**config.mk**
```make
export PLATFORM = sky130hd
export DESIGN_NAME = mips_cache_controller
export DESIGN_NICKNAME = d
export VERILOG_FILES = /design/src/rtl/mips_cache_pkg.sv /design/src/rtl/mips_sat_counter.sv /design/src/rtl/mips_cache_controller.sv
export SDC_FILE = /design/constraint.sdc
export NUM_CORES = 1
export LEC_CHECK = 0
export CAP_MARGIN = 10
export CORE_UTILIZATION = 43
export DETAILED_ROUTE_END_ITERATION = 10
export PLACE_DENSITY = 0.77
export SYNTH_ARGS = -nofsm -noshare
export SYNTH_HDL_FRONTEND = slang
export SYNTH_SLANG_ARGS = --single-unit
```
**constraint.sdc**
```tcl
create_clock -name clk -period 2.9 [get_ports clk]
set_input_delay 0.58 -clock clk [delete_from_list [all_inputs] [get_ports clk]]
set_output_delay 0.58 -clock clk [all_outputs]
set_load 0.005 [all_outputs]
```
**src/rtl/mips_cache_pkg.sv**
```systemverilog
// mips_cache_pkg: shared FSM state encoding and Avalon-MM constants for the cache controller
package mips_cache_pkg;
    typedef enum logic [2:0] {IDLE, RD_WAIT, FILL, WR_WAIT, WR_DONE} state_e;
    localparam logic [3:0] BE_WORD = 4'b1111;
endpackage

```
**src/rtl/mips_sat_counter.sv**
```systemverilog
// mips_sat_counter: event counter that sticks at all-ones instead of wrapping
module mips_sat_counter #(
    parameter int W = 16
) (
    input  logic         clk,
    input  logic         rst,
    input  logic         inc_i,
    output logic [W-1:0] count_o
);
    logic [W-1:0] count_q;
    // count up on each event until every bit is set
    always_ff @(posedge clk) begin
        if (rst) count_q <= '0;
        else if (inc_i && !(&count_q)) count_q <= count_q + W'(1);
    end
    assign count_o = count_q;
endmodule

```
**src/rtl/mips_cache_controller.sv**
```systemverilog
// mips_cache_controller: miss fill and write-through engine between a MIPS cache and an Avalon-MM memory
module mips_cache_controller
    import mips_cache_pkg::*;
#(
    parameter int CNT_W = 16
) (
    input  logic             clk,
    input  logic             rst,
    input  logic             read_en,
    input  logic             write_en,
    input  logic [31:0]      writedata,
    input  logic [3:0]       byte_en,
    output logic             cpu_stall,
    input  logic             cache_stall,
    input  logic [31:0]      data_addr,
    output logic [31:0]      data_in,
    output logic             data_valid,
    output logic [31:0]      mem_address,
    output logic             mem_read,
    output logic             mem_write,
    output logic [31:0]      mem_writedata,
    output logic [3:0]       mem_byteenable,
    input  logic             mem_waitrequest,
    input  logic [31:0]      mem_readdata,
    output logic [CNT_W-1:0] hit_count,
    output logic [CNT_W-1:0] miss_count
);
    state_e      state_q;
    logic [31:0] addr_q, wdata_q, data_in_q;
    logic [3:0]  be_q, mem_be_q;
    logic        is_wr_q, mem_read_q, mem_write_q;
    logic        req, hit_inc, miss_inc;
    // transaction sequencing; Avalon strobes are registered alongside the state they belong to
    always_ff @(posedge clk) begin
        if (rst) begin
            state_q     <= IDLE;
            addr_q      <= '0;
            wdata_q     <= '0;
            be_q        <= '0;
            data_in_q   <= '0;
            is_wr_q     <= 1'b0;
            mem_read_q  <= 1'b0;
            mem_write_q <= 1'b0;
            mem_be_q    <= '0;
        end else begin
            case (state_q)
                IDLE: begin
                    if (read_en) begin
                        if (cache_stall) begin
                            addr_q     <= data_addr;
                            is_wr_q    <= 1'b0;
                            mem_read_q <= 1'b1;
                            mem_be_q   <= BE_WORD;
                            state_q    <= RD_WAIT;
                        end
                    end else if (write_en) begin
                        addr_q  <= data_addr;
                        wdata_q <= writedata;
                        be_q    <= byte_en;
                        is_wr_q <= 1'b1;
                        if (cache_stall && byte_en != BE_WORD) begin
                            mem_read_q <= 1'b1;
                            mem_be_q   <= BE_WORD;
                            state_q    <= RD_WAIT;
                        end else begin
                            mem_write_q <= 1'b1;
                            mem_be_q    <= byte_en;
                            state_q     <= WR_WAIT;
                        end
                    end
                end
                RD_WAIT: begin
                    if (!mem_waitrequest) begin
                        data_in_q  <= mem_readdata;
                        mem_read_q <= 1'b0;
                        state_q    <= FILL;
                    end
                end
                FILL: begin
                    if (is_wr_q && data_addr == addr_q) begin
                        mem_write_q <= 1'b1;
                        mem_be_q    <= be_q;
                        state_q     <= WR_WAIT;
                    end else begin
                        state_q <= IDLE;
                    end
                end
                WR_WAIT: begin
                    if (!mem_waitrequest) begin
                        mem_write_q <= 1'b0;
                        state_q     <= WR_DONE;
                    end
                end
                WR_DONE: state_q <= IDLE;
                default: state_q <= IDLE;
            endcase
        end
    end
    // stall and fill strobe follow the current state; a fill whose address moved on is dropped
    always_comb begin
        cpu_stall  = (state_q == IDLE) ? (read_en ? cache_stall : write_en) : (state_q != WR_DONE);
        data_valid = (state_q == FILL) && (data_addr == addr_q);
        req        = (state_q == IDLE) && (read_en || write_en);
        hit_inc    = req && !cache_stall;
        miss_inc   = req && cache_stall;
    end
    assign data_in        = data_in_q;
    assign mem_address    = addr_q;
    assign mem_writedata  = wdata_q;
    assign mem_byteenable = mem_be_q;
    assign mem_read       = mem_read_q;
    assign mem_write      = mem_write_q;
    mips_sat_counter #(.W(CNT_W)) u_hit (
        .clk(clk), .rst(rst), .inc_i(hit_inc), .count_o(hit_count)
    );
    mips_sat_counter #(.W(CNT_W)) u_miss (
        .clk(clk), .rst(rst), .inc_i(miss_inc), .count_o(miss_count)
    );
endmodule
```
==> results.md, run 1 <==
- Status: finished, final reports clean
- Synth Area in Adders: less than 1%
- H-tree Lvls: 4
- Post-CTS Hold Fix Bufs: 0
- Clk_lat worst skew: 0.41 ns
- Vias in the first global route: 5642
- Top post-synthesis cells by count: nand2_1 (212), dfxtp_1 (142), a21oi_1 (107)
- Largest net degree at the start of global routing: 91
- Setup WS post-layout: 0.103 ns
- First-pass GRT wire length: 27800 um
- Clock power frac: 41.8%
- Sw power: around 1300 uW
- DR iter-0 viols: 365
- Min-Delay Path Class: register to register
- R2R depth: 5
- Final Instance Area: 9230 sq um
- Routed wire length: 17300 um
- Post-synthesis simple-gate area fraction: 26.0%
- RSZ-0062 raised after global routing: no
- Comb power frac: roughly 17%
- Post-synthesis xor/xnor area fraction: under 10%
- Multi-input logic area: 2940 sq um
- Synth Register Bits: 142
- Area leader, netlist: dfxtp_1
- Mapped Cells: roughly 750
- Post-synth ARST share: 0%
- Max-slew violations: 0
- Max Fclk: roughly 0.36 GHz
- Slew @ Worst Pin: between 0.7 and 0.8 ns
- Setup TNS: 0 ns
- Clk sinks: 142
- Critical Path Source Type: input pin
- Crit path kind: input pin to output port
- Period utilization: around 96%
- Critical Path RT: around 2.3 ns
- Vias/cell: 5.05
- Tot Pwr: 5250 uW
- Endpoints failing hold: 0
- Yosys top cell area share: 47.4%
- Reg area: ~2800 sq um
- Post-DP HPWL: 12200 um
- Core area: 13400 sq um
- Yosys cell types: 48
- Die Height: 120 um
- CP Max Fanout: 2
- Final setup viols: 0
- Post-layout net count: 1095
- Rel. slew slack: between 50% and 60%
- Fin crit period: 2.80 ns
- Crit path cell chain: clkdlybuf4s50_1 -> mux2_2 -> and2_1 -> or3_1 -> dlygate4sd2_1
- Synth Area per Inst: 7.97 sq um
- Seq/Total Area, Yosys: between 40% and 50%
- IO Pins: 242
- Critical path endpoint category: output port
- Largest vdd supply drop: between 0.0005 and 0.0006 V
- Ant. Diodes: 0
- Synth Flop Type: dfxtp_1
- WHS Path Cells: 2
- Place WS: -0.301 ns
- Clock transition at the registers of the reported paths: 0.05 ns
- Input/output buffers: 241
- Die span in x: 120 um
- Post-synth net total: between 800 and 900
- Area contributors post-synth: dfxtp_1 (47%), nand2_1 (13%), a21oi_1 (8.9%)
- Most common cell in the netlist: nand2_1
- Share of cells above drive strength 1: 7.20%
- Max stage delay cell, worst path: clkdlybuf4s50_1
- Internal power: 3940 uW
- Largest stage delay on the critical path: 0.51 ns
- PD cells: between 500 and 600 nW/um^2
- Compound-gate portion of the synthesized area: about an eighth
- EDFF count, synth: 0
- Area grow syn2layout: 54.0%
- Yosys warns: 0
- Post-route DRC: 0
- First-pass DRT Iterations: 5
- Final Skew: 0.00975 ns
- Reg power frac: 41.3%
- Full die area: 14400 sq um
- Switching share of power: between 20% and 30%
- Combinational family with the most area after synthesis: simple AND/OR/NAND/NOR gates
- WL/cell: 14.7 um
- Initial antenna violation count: 0
- Final hold slack: between 0.4 and 0.5 ns
- Number of max-capacitance violations reported: 0
- Mux contribution to synthesized area: under 10%
- ANT nets after route: 0
- Row cnt: 42
- Via count: 5936
- Leak: 0.00323 uW
- Initial Utilization: between 40 and 50%
- Congestion Overflow GR: 0
- Fill count: ~1100
- CTS tree: yes
- Root buffer cell: clkbuf_16
- Post-synthesis cell area: 5990 sq um
- CP Data Arrival Time: 2.22 ns
- Gr usage total: ~24%
- Gpl congestion: 0.787
- DP Area: ~8600 sq um
- CTS Buf Count: 17
- Clk buf depth: 2
[cell families (layout without fill, tap and decap cells)]
logic type	count (synthesis)	count (layout)
flops	142	142
xor+xnor	54	54
compound gates	140	140
mux	8	8
buf+inv	57	305
simple gates	349	349
fa+ha+maj	2	2
[worst max-delay path: cells and delay by family]
family / cells / cell delay [ns]
buf+inv: 2 / 0.81
mux: 1 / 0.35
simple gates: 2 / 0.48
[state kept, by name, indices dropped and copies added (netlist names)]
signal	flops
be_q	4
data_in	32
is_wr_q	1
mem_address	32
mem_byteenable	4
mem_read	1
mem_write	1
mem_writedata	32
state_q	3
u_hit.count_o	16
u_miss.count_o	16
[through the flow]
step	std cells	utilization, %
2_1_floorplan	752	-
3_3_place_gp	1144	64.4
3_5_place_dp	1144	64.4
4_1_cts	1176	68.9
5_1_grt	1176	68.9
6_report	1176	68.9
[power by group through the flow]
stage | clock, uW | sequential, uW | combinational [uW]
after floorplan | 0 | 2200 | 392
after global placement | 0 | 2200 | 879
after detailed placement | 0 | 2210 | 891
after CTS | 2240 | 2170 | 893
after global routing | 2320 | 2180 | 972
final | 2190 | 2170 | 887
[path summary, 6_finish.rpt]
path / from / endpoint / slack [ns]
worst min-delay path: mem_writedata[26] / mem_writedata[26] / 0.45
worst max register to register: state_q[0] / u_hit.count_o[15] / 0.60
worst max-delay path: read_en / cpu_stall / 0.10
worst min register to register: mem_writedata[26] / mem_writedata[26] / 0.45
[layer usage]
| metal | GRT usage, % | vias to the layer above | share of wire [%] | wire length (um) |
|---|---|---|---|---|
| li1 | - | 3000 | - | - |
| met1 | 29.2 | 2741 | 42 | 7340 |
| met2 | 39.7 | 174 | 48 | 8350 |
| met3 | 8.84 | 21 | 7.5 | 1290 |
| met4 | 7.50 | 0 | 1.8 | 312 |
| met5 | 0 | - | 0 | 0 |
[cell usage in the layout (no fill, tap or decap), drive strengths merged, types with 3 or more instances in the layout]
master,count
and2,3
a31oi,4
nand2,212
mux2i,4
clkdlybuf4s50,238
nor2b,3
clkinv,7
a2111oi,3
a211oi,6
xor2,12
nand4,21
nor4,7
buf,24
nor2,47
nand2b,3
a21oi,107
nand3,9
dfxtp,142
inv,9
o21ai,4
and3,3
mux2,4
and4,3
nand3b,6
clkbuf,23
nor3,19
xnor2,42
o211ai,7
or3,4
[timing repair]
item	4_1_cts	5_1_grt
endpoints found under the setup margin	2	1
setup buffers	0	0
resized for setup	3	2
pin swaps	0	1
[layout make-up]
cell class	instances	share of cell area, %
multi-input combinational	553	31.9
sequential	142	30.8
timing repair buffer	264	28.0
clock buffer	22	5.35
tap	176	2.39
clock inverter	10	1.19
inverter	9	0.366
No activity file was read; power rests on OpenSTA's default activity.
==> run 2: changes to the inputs <==
--- a/config.mk
+++ b/config.mk
@@ -5,7 +5,7 @@
 export SDC_FILE = /design/constraint.sdc
 export NUM_CORES = 1
 export LEC_CHECK = 0
-export CAP_MARGIN = 10
+export CAP_MARGIN = 0
 export CORE_UTILIZATION = 43
 export DETAILED_ROUTE_END_ITERATION = 10
 export PLACE_DENSITY = 0.77
==> results of run 2 <==
No change in the layout: final DEF, timing and power equal those of run 1.
==> run 3: changes to the inputs <==
--- a/config.mk
+++ b/config.mk
@@ -6,8 +6,10 @@
 export NUM_CORES = 1
 export LEC_CHECK = 0
 export CAP_MARGIN = 0
+export CORE_MARGIN = 3
 export CORE_UTILIZATION = 43
 export DETAILED_ROUTE_END_ITERATION = 10
+export GPL_TIMING_DRIVEN = 0
 export PLACE_DENSITY = 0.77
 export SYNTH_ARGS = -nofsm -noshare
 export SYNTH_HDL_FRONTEND = slang
==> run 3 against run 2 <==
  * Fmax fell by 1.3%
  * Count of clock-buffer cells in the layout decreased by 1
  * Routed wire length up 7.3%
  * Critical path depth is the same
  * Die area rose by 6.8%
  * Non-clock buffer count rose by 24
  * Critical endpoint unchanged
  * Largest power group unchanged
==> results.md, run 3 (synthesized netlist as in run 1, its figures left out) <==
- ANT nets after route: 0
- Crit path kind: input pin to output port
- Buffers and inverters on the worst path: 2
- Final setup viols: 0
- WL/cell: 15.5 um
- Max Fclk: 0.353 GHz
- Max-slew violations: 0
- Area grow syn2layout: 54.1%
- Vias/cell: around 5.0
- Max stage delay cell, worst path: clkdlybuf4s50_1
- Period utilization: between 90% and 100%
- CP Data Arrival Time: 2.25 ns
- Post-DP HPWL: between 10000 and 15000 um
- Endpoints failing hold: 0
- Core area: roughly 13000 sq um
- Gpl congestion: 0.826
- First-pass DRT Iterations: 4
- DR iter-0 viols: between 200 and 300
- Critical Path Source Type: input pin
- Leak: between 0.003 and 0.004 uW
- Critical path endpoint category: output port
- Clk_lat worst skew: 0.42 ns
- Setup WS post-layout: 0.0674 ns
- Final Instance Area: just over 9000 sq um
- Status: finished, final reports clean
- PD cells: between 500 and 600 nW/um^2
- Share of cells above drive strength 1: 5.08%
- CTS Buf Count: 17
- Place WS: -0.851 ns
- DP Area: 8590 sq um
- Slew @ Worst Pin: 0.811 ns
- Crit path max-delay family: buffers and inverters
- Post-CTS Hold Fix Bufs: 0
- Die span in x: 124 um
- CP Max Fanout: 6
- Initial antenna violation count: 0
- Reg area: 2840 sq um
- Congestion Overflow GR: 0
- Final Skew: 0.00558 ns
- Critical Path RT: 2.32 ns
- Vias in the first global route: approximately 5800
- Ant. Diodes: 0
- Fill count: 1156
- CTS tree: yes
- Initial Utilization: 44.5%
- Largest stage delay on the critical path: 0.46 ns
- Largest net degree at the start of global routing: 17
- Root buffer cell: clkbuf_16
- Via count: 5988
- Gr usage total: about a quarter
- RSZ-0062 raised after global routing: no
- Crit path cell chain: clkdlybuf4s50_1 -> mux2_2 -> and2_1 -> or3_1 -> dlygate4sd2_1
- Full die area: 15400 sq um
- IO Pins: 242
- Number of max-capacitance violations reported: 0
- Post-route DRC: 0
- Routed wire length: 18500 um
- Fin crit period: 2.83 ns
- Min-Delay Path Class: register to register
- Commonest non-fill, non-tap cell in the layout: clkdlybuf4s50_1
- Final core utilization: between 60% and 70%
- Most frequent cells in the layout: clkdlybuf4s50_1 (236), nand2_1 (212), dfxtp_1 (142)
- Clk sinks: 142
- Post-layout net count: 1119
- Setup TNS: 0 ns
- Clock transition at the registers of the reported paths: 0.06 ns
- Largest vdd supply drop: 0.000511 V
- Rel. slew slack: between 40% and 50%
- Row cnt: 42
- Multi-input logic area: a little under 3000 sq um
- Clk buf depth: 2
- Die Height: 124 um
- Input/output buffers: 238
- H-tree Lvls: 4
- First-pass GRT wire length: 28700 um
-- run 3: cell count changes in the layout (fill, tap and decap cells not counted), sizes merged --
cell,previous run,this run
clkbuf,23,67
buf,24,5
clkdlybuf4s50,238,236
clkinvlp,1,2
-- run 3: layout make-up --
class	instances	share of cell area, %
clock inverter	11	1.23
sequential	142	30.8
clock buffer	21	5.20
tap	176	2.39
buffer	47	2.01
multi-input combinational	553	32.0
timing repair buffer	241	26.0
inverter	9	0.366
-- run 3: worst paths after layout --
path                     from                end  slack [ns]  depth (start not counted)
max                  write_en          cpu_stall        0.07                          5
min          mem_writedata[9]   mem_writedata[9]        0.45                          2
max reg2reg        state_q[2]  u_hit.count_o[15]        0.36                          7
min reg2reg  mem_writedata[9]   mem_writedata[9]        0.45                          2
-- run 3: through the flow --
step | hold slack (ns) | std cells | power [uW]
after floorplan | 0.437 | 752 | 2590
after detailed placement | 0.445 | 1166 | 3110
after CTS | 0.454 | 1199 | 5290
after global routing | 0.469 | 1200 | 5480
final | 0.451 | 1200 | 5240
after global placement | 0.441 | 1166 | 3100
-- run 3: routing by layer --
metal  up-vias  global-route usage (%)  part of all wire, %
met4         0                    8.97                  2.5
met5         -                       0                    0
li1       3048                       -                    -
met1      2750                    28.7                   42
met2       164                    39.6                   49
met3        26                    8.63                  7.0
-- run 3: tightest hold or removal path: stages (launching register included) --
cell,delay [ns]
dfxtp_1,0.30
nand2_1,0.05
a21oi_1,0.05
-- run 3: timing repair --
| action | CTS | global route |
|---|---|---|
| hold endpoints to repair | 0 | 0 |
| gates resized for setup | 6 | 2 |
| pin swaps | 2 | 2 |
| setup buffers | 2 | 1 |
| endpoints found under the setup margin | 2 | 1 |
-- run 3: power by group --
part	leakage, uW	internal (uW)	switching (uW)	total [uW]
sequential	0.00116	2070	85.6	2160
combinational	0.00174	480	432	913
clock	0.000294	1350	821	2170
